**config.mk**
```make
export PLATFORM = sky130hd
export DESIGN_NAME = mesi_isc_cpu_agent
export DESIGN_NICKNAME = d
export VERILOG_FILES = /design/src/rtl/mesi_isc_pkg.sv /design/src/rtl/mesi_isc_cpu_agent_snoop.sv /design/src/rtl/mesi_isc_cpu_agent.sv
export SDC_FILE = /design/constraint.sdc
export NUM_CORES = 1
export LEC_CHECK = 0
export BUFFER_PORTS_ARGS = -buffer_cell sky130_fd_sc_hd__buf_2
export CORE_MARGIN = 2
export CORE_UTILIZATION = 35
export CTS_CLUSTER_DIAMETER = 100
export DETAILED_ROUTE_END_ITERATION = 10
export GPL_TIMING_DRIVEN = 0
export SYNTH_ARGS = -nofsm -noshare
export SYNTH_HDL_FRONTEND = slang
export SYNTH_HIERARCHICAL = 1
export SYNTH_SLANG_ARGS = --single-unit
```
**constraint.sdc**
```tcl
create_clock -name clk -period 6.3 [get_ports clk]
set_input_delay 1.575 -clock clk [delete_from_list [all_inputs] [get_ports clk]]
set_output_delay 1.575 -clock clk [all_outputs]
set_load 0.02 [all_outputs]
```
**src/rtl/mesi_isc_pkg.sv**
```systemverilog
// rtl/mesi_isc_pkg.sv - shared bus encodings, MESI line state and FSM state types
package mesi_isc_pkg;

  localparam logic [2:0] MBUS_NOP      = 3'd0;
  localparam logic [2:0] MBUS_WR       = 3'd1;
  localparam logic [2:0] MBUS_RD       = 3'd2;
  localparam logic [2:0] MBUS_WR_BROAD = 3'd3;
  localparam logic [2:0] MBUS_RD_BROAD = 3'd4;

  localparam logic [2:0] CBUS_NOP      = 3'd0;
  localparam logic [2:0] CBUS_WR_SNOOP = 3'd1;
  localparam logic [2:0] CBUS_RD_SNOOP = 3'd2;
  localparam logic [2:0] CBUS_EN_WR    = 3'd3;
  localparam logic [2:0] CBUS_EN_RD    = 3'd4;

  typedef enum logic [1:0] {
    MESI_I = 2'd0,
    MESI_S = 2'd1,
    MESI_E = 2'd2,
    MESI_M = 2'd3
  } mesi_t;

  typedef enum logic [2:0] {
    ST_IDLE    = 3'd0,
    ST_LOOKUP  = 3'd1,
    ST_BROAD   = 3'd2,
    ST_WAIT_EN = 3'd3,
    ST_ACCESS  = 3'd4,
    ST_DONE    = 3'd5
  } main_state_t;

  typedef enum logic [1:0] {
    S_IDLE  = 2'd0,
    S_WAIT  = 2'd1,
    S_ACK   = 2'd2,
    S_GUARD = 2'd3
  } snoop_state_t;

endpackage

```
**src/rtl/mesi_isc_cpu_agent_snoop.sv**
```systemverilog
// rtl/mesi_isc_cpu_agent_snoop.sv - coherence bus responder: latches a command, acks after SNOOP_LAT cycles
module mesi_isc_cpu_agent_snoop
  import mesi_isc_pkg::*;
#(
  parameter int ADDR_WIDTH = 32,
  parameter int IDX_W      = 2,
  parameter int SNOOP_LAT  = 1
) (
  input  logic                        clk,
  input  logic                        rst,
  input  logic [2:0]                  i_cmd,
  input  logic [ADDR_WIDTH-1:0]       i_addr,
  input  mesi_t                       i_line_state,
  input  logic [ADDR_WIDTH-IDX_W-1:0] i_line_tag,
  output logic                        o_ack,
  output logic [2:0]                  o_cmd,
  output logic [ADDR_WIDTH-1:0]       o_addr,
  output logic                        o_upd_en,
  output mesi_t                       o_upd_state
);

  // S_WAIT lasts SNOOP_LAT-1 cycles; the counter starts at 0 on entry
  localparam logic [2:0] LAT_M2 = 3'(SNOOP_LAT - 2);

  snoop_state_t          r_state;
  snoop_state_t          w_next;
  logic [2:0]            r_cnt;
  logic [2:0]            r_cmd;
  logic [ADDR_WIDTH-1:0] r_addr;
  logic                  w_hit;

  always_ff @(posedge clk or negedge rst) begin
    if (!rst) begin
      r_state <= S_IDLE;
      r_cnt   <= '0;
      r_cmd   <= CBUS_NOP;
      r_addr  <= '0;
    end else begin
      r_state <= w_next;
      if (r_state == S_IDLE && i_cmd != CBUS_NOP) begin
        r_cmd  <= i_cmd;
        r_addr <= i_addr;
        r_cnt  <= '0;
      end else if (r_state == S_WAIT) begin
        r_cnt <= r_cnt + 3'd1;
      end
    end
  end

  always_comb begin
    w_next = r_state;
    case (r_state)
      S_IDLE:  if (i_cmd != CBUS_NOP) w_next = (SNOOP_LAT == 1) ? S_ACK : S_WAIT;
      S_WAIT:  if (r_cnt == LAT_M2) w_next = S_ACK;
      S_ACK:   w_next = S_GUARD;
      S_GUARD: w_next = S_IDLE;
      default: w_next = S_IDLE;
    endcase
  end

  assign w_hit       = (i_line_state != MESI_I) && (i_line_tag == r_addr[ADDR_WIDTH-1:IDX_W]);
  assign o_ack       = (r_state == S_ACK);
  assign o_cmd       = r_cmd;
  assign o_addr      = r_addr;
  assign o_upd_en    = o_ack && w_hit &&
                       ((r_cmd == CBUS_WR_SNOOP) ||
                        (r_cmd == CBUS_RD_SNOOP && (i_line_state == MESI_E || i_line_state == MESI_M)));
  assign o_upd_state = (r_cmd == CBUS_WR_SNOOP) ? MESI_I : MESI_S;

endmodule

```
**src/rtl/mesi_isc_cpu_agent.sv**
```systemverilog
// rtl/mesi_isc_cpu_agent.sv - MESI CPU agent: direct-mapped line states, main bus requester, snoop responder
module mesi_isc_cpu_agent
  import mesi_isc_pkg::*;
#(
  parameter int ADDR_WIDTH = 32,
  parameter int NUM_LINES  = 4,
  parameter int SNOOP_LAT  = 1
) (
  input  logic                  clk,
  input  logic                  rst,
  input  logic                  req_valid_i,
  input  logic                  req_wr_i,
  input  logic [ADDR_WIDTH-1:0] req_addr_i,
  output logic                  req_ready_o,
  output logic                  done_o,
  output logic [2:0]            mbus_cmd_o,
  output logic [ADDR_WIDTH-1:0] mbus_addr_o,
  input  logic                  mbus_ack_i,
  input  logic [2:0]            cbus_cmd_i,
  input  logic [ADDR_WIDTH-1:0] cbus_addr_i,
  output logic                  cbus_ack_o,
  output logic                  err_o
);

  localparam int IDX_W = $clog2(NUM_LINES);
  localparam int TAG_W = ADDR_WIDTH - IDX_W;

  mesi_t                 r_line_state [NUM_LINES];
  logic [TAG_W-1:0]      r_line_tag   [NUM_LINES];

  main_state_t           r_state;
  main_state_t           w_next;
  logic                  r_wr;
  logic [ADDR_WIDTH-1:0] r_addr;
  logic [2:0]            r_mbus_cmd;
  logic [ADDR_WIDTH-1:0] r_mbus_addr;
  logic                  r_err;
  logic                  r_live;

  logic [IDX_W-1:0]      w_idx;
  logic [TAG_W-1:0]      w_tag;
  mesi_t                 w_cur_state;
  logic                  w_hit;
  logic                  w_accept;
  logic                  w_lookup_done;
  logic                  w_fill;

  logic                  w_snp_ack;
  logic [2:0]            w_snp_cmd;
  logic [ADDR_WIDTH-1:0] w_snp_addr;
  logic [IDX_W-1:0]      w_snp_idx;
  logic                  w_snp_upd;
  mesi_t                 w_snp_upd_state;
  logic                  w_en_cmd;
  logic                  w_en_match;
  logic                  w_bad_cmd;

  assign w_idx         = r_addr[IDX_W-1:0];
  assign w_tag         = r_addr[ADDR_WIDTH-1:IDX_W];
  assign w_cur_state   = r_line_state[w_idx];
  assign w_hit         = (w_cur_state != MESI_I) && (r_line_tag[w_idx] == w_tag);
  assign w_accept      = req_valid_i && req_ready_o;
  assign w_lookup_done = (r_state == ST_LOOKUP) && w_hit &&
                         (!r_wr || w_cur_state == MESI_E || w_cur_state == MESI_M);
  assign w_fill        = (r_state == ST_ACCESS) && mbus_ack_i;

  assign w_snp_idx  = w_snp_addr[IDX_W-1:0];
  assign w_en_cmd   = (w_snp_cmd == CBUS_EN_WR) || (w_snp_cmd == CBUS_EN_RD);
  assign w_bad_cmd  = (w_snp_cmd > CBUS_EN_RD);
  assign w_en_match = w_snp_ack && (r_state == ST_WAIT_EN) && (w_snp_addr == r_addr) &&
                      (r_wr ? (w_snp_cmd == CBUS_EN_WR) : (w_snp_cmd == CBUS_EN_RD));

  mesi_isc_cpu_agent_snoop #(
    .ADDR_WIDTH (ADDR_WIDTH),
    .IDX_W      (IDX_W),
    .SNOOP_LAT  (SNOOP_LAT)
  ) u_snoop (
    .clk          (clk),
    .rst          (rst),
    .i_cmd        (cbus_cmd_i),
    .i_addr       (cbus_addr_i),
    .i_line_state (r_line_state[w_snp_idx]),
    .i_line_tag   (r_line_tag[w_snp_idx]),
    .o_ack        (w_snp_ack),
    .o_cmd        (w_snp_cmd),
    .o_addr       (w_snp_addr),
    .o_upd_en     (w_snp_upd),
    .o_upd_state  (w_snp_upd_state)
  );

  always_ff @(posedge clk or negedge rst) begin
    if (!rst) r_state <= ST_IDLE;
    else      r_state <= w_next;
  end

  always_comb begin
    w_next = r_state;
    case (r_state)
      ST_IDLE:    if (w_accept) w_next = ST_LOOKUP;
      ST_LOOKUP:  w_next = w_lookup_done ? ST_DONE : ST_BROAD;
      ST_BROAD:   if (mbus_ack_i) w_next = ST_WAIT_EN;
      ST_WAIT_EN: if (w_en_match) w_next = ST_ACCESS;
      ST_ACCESS:  if (mbus_ack_i) w_next = ST_DONE;
      ST_DONE:    w_next = ST_IDLE;
      default:    w_next = ST_IDLE;
    endcase
  end

  always_ff @(posedge clk or negedge rst) begin
    if (!rst) begin
      r_wr        <= 1'b0;
      r_addr      <= '0;
      r_mbus_cmd  <= MBUS_NOP;
      r_mbus_addr <= '0;
      r_err       <= 1'b0;
      r_live      <= 1'b0;
    end else begin
      r_live <= 1'b1;
      if (w_accept) begin
        r_wr   <= req_wr_i;
        r_addr <= req_addr_i;
      end
      if (r_state == ST_LOOKUP && !w_lookup_done) begin
        r_mbus_cmd  <= r_wr ? MBUS_WR_BROAD : MBUS_RD_BROAD;
        r_mbus_addr <= r_addr;
      end
      if (w_en_match) r_mbus_cmd <= r_wr ? MBUS_WR : MBUS_RD;
      if ((r_state == ST_BROAD || r_state == ST_ACCESS) && mbus_ack_i) r_mbus_cmd <= MBUS_NOP;
      if (w_snp_ack && ((w_en_cmd && !w_en_match) || w_bad_cmd)) r_err <= 1'b1;
    end
  end

  // Snoop update is written first so a same-cycle local completion on the same line wins
  always_ff @(posedge clk or negedge rst) begin
    if (!rst) begin
      for (int i = 0; i < NUM_LINES; i++) begin
        r_line_state[i] <= MESI_I;
        r_line_tag[i]   <= '0;
      end
    end else begin
      if (w_snp_upd) r_line_state[w_snp_idx] <= w_snp_upd_state;
      if (w_lookup_done && r_wr) r_line_state[w_idx] <= MESI_M;
      if (w_fill) begin
        r_line_state[w_idx] <= r_wr ? MESI_M : MESI_S;
        r_line_tag[w_idx]   <= w_tag;
      end
    end
  end

  assign req_ready_o = r_live && (r_state == ST_IDLE);
  assign done_o      = (r_state == ST_DONE);
  assign mbus_cmd_o  = r_mbus_cmd;
  assign mbus_addr_o = r_mbus_addr;
  assign cbus_ack_o  = w_snp_ack;
  assign err_o       = r_err;

endmodule

```
==> results.yml <==
routing:
  wl_per_cell_um: 22.2
  drt_wl_total_um: 32600
  drt-initial-drc-count: 495
  via_count: 7695
  drc: 0
  ant_nets: 0
  drt_pass1_iterations: 5
  routed_via_density: 5.25
placed_design:
  place_congestion: 0.905
  place_ws_ns: 1.59
  dp_hpwl_um: 22900
  portBuffers: 110
synth:
  syn-num-nets: 926
  avgSynthCellArea_um2: 14.2
  yosysSeqAreaShare: 0.499
  synth_warnings: 6
  ys_types: 61
  syn_area_mm2: 0.0121
  synth_ff_type: "dfrtp_1"
  syn_inst: 851
  synth_edf_count: 0
  synth-seq-cells: 241
  async_reset_ff_frac: 1.00
sta:
  fmaxAchievable_mhz: 213
  rsz0062_at_grt: "false"
  fin_crit_sh: 0.745
  timing.final.hold_violations: 0
  setup_slack_ns: 1.61
  tightestPinTransition_ns: 1.10
  maxSlewHeadroom: 0.264
  slew_viol_final: 0
  whs_ns: 0.482
  finalSetupViolCount: 0
  min_period_ns: 4.69
  final.setup_skew_ns: 0.0232
clock_tree:
  holdBufCountCts: 0
  clock_latency_ns: 0.55
  cts-buffers-inserted: 29
  cts_root_buf: "clkbuf_16"
  clock_sinks: 241
  clkTransAtPathRegs_ns: 0.06
  cts_tree: "built"
  cts_setup_buffers: 0
  htree_levels: 1
  ctsLongestPathBuffers: 3
  cts_resized: 0
global_route:
  grt_antenna_before_repair: 0
  overflow: 0
  grt_pass1_vias: 7919
  grt_max_degree: 115
  grtUsageTotal: 0.184
  grt_pass1_wl_um: 49600
setup_path:
  critPathMaxFanout: 10
  cpPeakStageDelay_ns: 0.88
  worstPathRequired_ns: 6.70
  cp-start-kind: "register"
  crit_type: "register to register"
  arrival_ns: 5.09
  crit_chain: "clkbuf_1 -> buf_1 -> mux4_2 -> xor2_1 -> nor4_1 -> nand4_1 -> a2111oi_4 -> nor3b_1 -> nor2b_1 -> a211oi_1 -> o31ai_1"
  crit_slowest_cell: "buf_1"
  critPathCaptureType: "register"
finish:
  syn_to_final_growth_pct: 17.2
  fill_cells: 3218
  antennaDiodeCount: 0
  fin_nets: 1069
  layout_commonest_cell: "dfrtp_1"
  layout-drive-gt1-share: 0.392
  final_cell_mix: "dfrtp_1 (241), mux2_2 (159), buf_2 (118)"
floorplanning:
  io_pins: 111
  fp.dieH_um: 190
  row_count: 68
  die_x_um: 190
  coreArea_mm2: 0.0343
  die-area_mm2: 0.0360
  initial_utilization: 0.352
flow_run:
  maxCapViolations: 0
pwr:
  power_leakage_nw: 6.43
  vdd_ir_drop_max_mv: 0.239
  cellPowerDensity_mw_per_mm2: 427
worst_hold_path:
  hold_path.class: "register to register"
run_status:
  outcome: "finished clean"
metal layers:
| metal | global-route usage | up-vias | part of all wire |
|---|---|---|---|
| li1 | - | 3400 | - |
| met1 | 0.257 | 4006 | 0.45 |
| met2 | 0.289 | 224 | 0.45 |
| met3 | 0.0345 | 65 | 0.056 |
| met4 | 0.0626 | 0 | 0.036 |
| met5 | 0 | - | 0 |
state kept, by name, summed over array words and instances, names as in the netlist:
signal and count:
r_line_tag 120, mbus_cmd_o 3, r_state 3, u_snoop/o_cmd 3
u_snoop/r_state 2, u_snoop/r_cnt 3, err_o 1, r_addr 32
u_snoop/o_addr 32, r_wr 1, r_line_state 8, r_live 1
mbus_addr_o 32
critical path: cells and delay by family (launching register included):
kind | cells | cell delay (ns)
buffers and inverters | 2 | 1.36
AND/OR/NAND/NOR | 4 | 1.24
AO/OA/AOI/OAI | 3 | 0.77
multiplexers | 1 | 0.62
flip-flops | 1 | 0.34
XOR/XNOR | 1 | 0.19
path summary, 6_finish.rpt:
check	startpoint	end	slack, ns	cells after the start
max in group asynchronous	rst	r_line_tag[35]	4.09	3
worst min register to register	mbus_addr_o[24]	mbus_addr_o[24]	0.48	1
worst max-delay path	u_snoop/o_addr[0]	r_line_state[6]	1.61	11
worst max register to register	u_snoop/o_addr[0]	r_line_state[6]	1.61	11
min in group asynchronous	rst	mbus_addr_o[25]	0.97	1
worst min-delay path	mbus_addr_o[24]	mbus_addr_o[24]	0.48	1
cell usage after synthesis (2+ instances only):
cell      instances  area share
dfrtp_1         241        0.50
mux2_2          159        0.15
mux2_1           63       0.059
mux4_2           56        0.10
xnor2_1          52       0.038
xor2_1           40       0.029
clkbuf_1         39       0.012
mux2i_1          21       0.017
buf_1            17      0.0053
nand2_1          17      0.0053
nand4_1          13      0.0067
nor2_1           11      0.0034
nor4_1           11      0.0057
buf_2             9      0.0037
nand3_1           9      0.0037
a21oi_1           6      0.0025
a22o_1            6      0.0044
buf_4             5      0.0031
nand3b_1          5      0.0031
nor3_1            4      0.0017
a211oi_1          3      0.0019
a221oi_1          3      0.0022
buf_6             3      0.0028
ha_1              3      0.0031
inv_1             3     0.00093
nor3b_1           3      0.0019
o21ai_0           3      0.0012
o21ai_1           3      0.0012
o22ai_1           3      0.0016
o31ai_1           3      0.0019
a21o_1            2      0.0012
a31o_2            2      0.0015
conb_1            2     0.00062
nand2b_1          2      0.0010
nand4b_1          2      0.0015
nor2b_1           2      0.0010
where the power goes:
part | switching (mW) | leakage (nW) | total [mW] | internal, mW
logic | 1.41 | 2.84 | 2.32 | 0.915
registers | 0.246 | 3.15 | 2.13 | 1.88
clock network | 0.646 | 0.434 | 1.60 | 0.956
layout make-up:
cell class	count	area [um^2]	area share
timing repair buffer	112	616	0.0435
sequential	241	6030	0.426
clock buffer	41	801	0.0565
tap	455	569	0.0402
buffer	74	332	0.0234
multi-input combinational	532	5700	0.403
inverter	4	15.0	0.00106
clock inverter	8	95.1	0.00671
kinds of logic after synthesis:
family          share of synthesized area
simple gates                       0.0427
fa+ha+maj                         0.00311
buf+inv                            0.0287
mux                                 0.329
xor+xnor                           0.0667
flops                               0.499
compound gates                     0.0302
other cells                      0.000622
per-stage QoR:
step            util  setup TNS, ns  cell area (um^2)  cells  power [mW]
2_1_floorplan      -              0             12100    851        3.65
6_report       0.413              0             14200   1467        6.05
5_1_grt        0.413              0             14200   1467        6.39
3_3_place_gp   0.385        -224.91             13200   1416        4.45
3_5_place_dp   0.387              0             13300   1418        4.49
4_1_cts        0.413              0             14200   1467        6.12
Note: power is estimated with default switching activity, not from simulation.
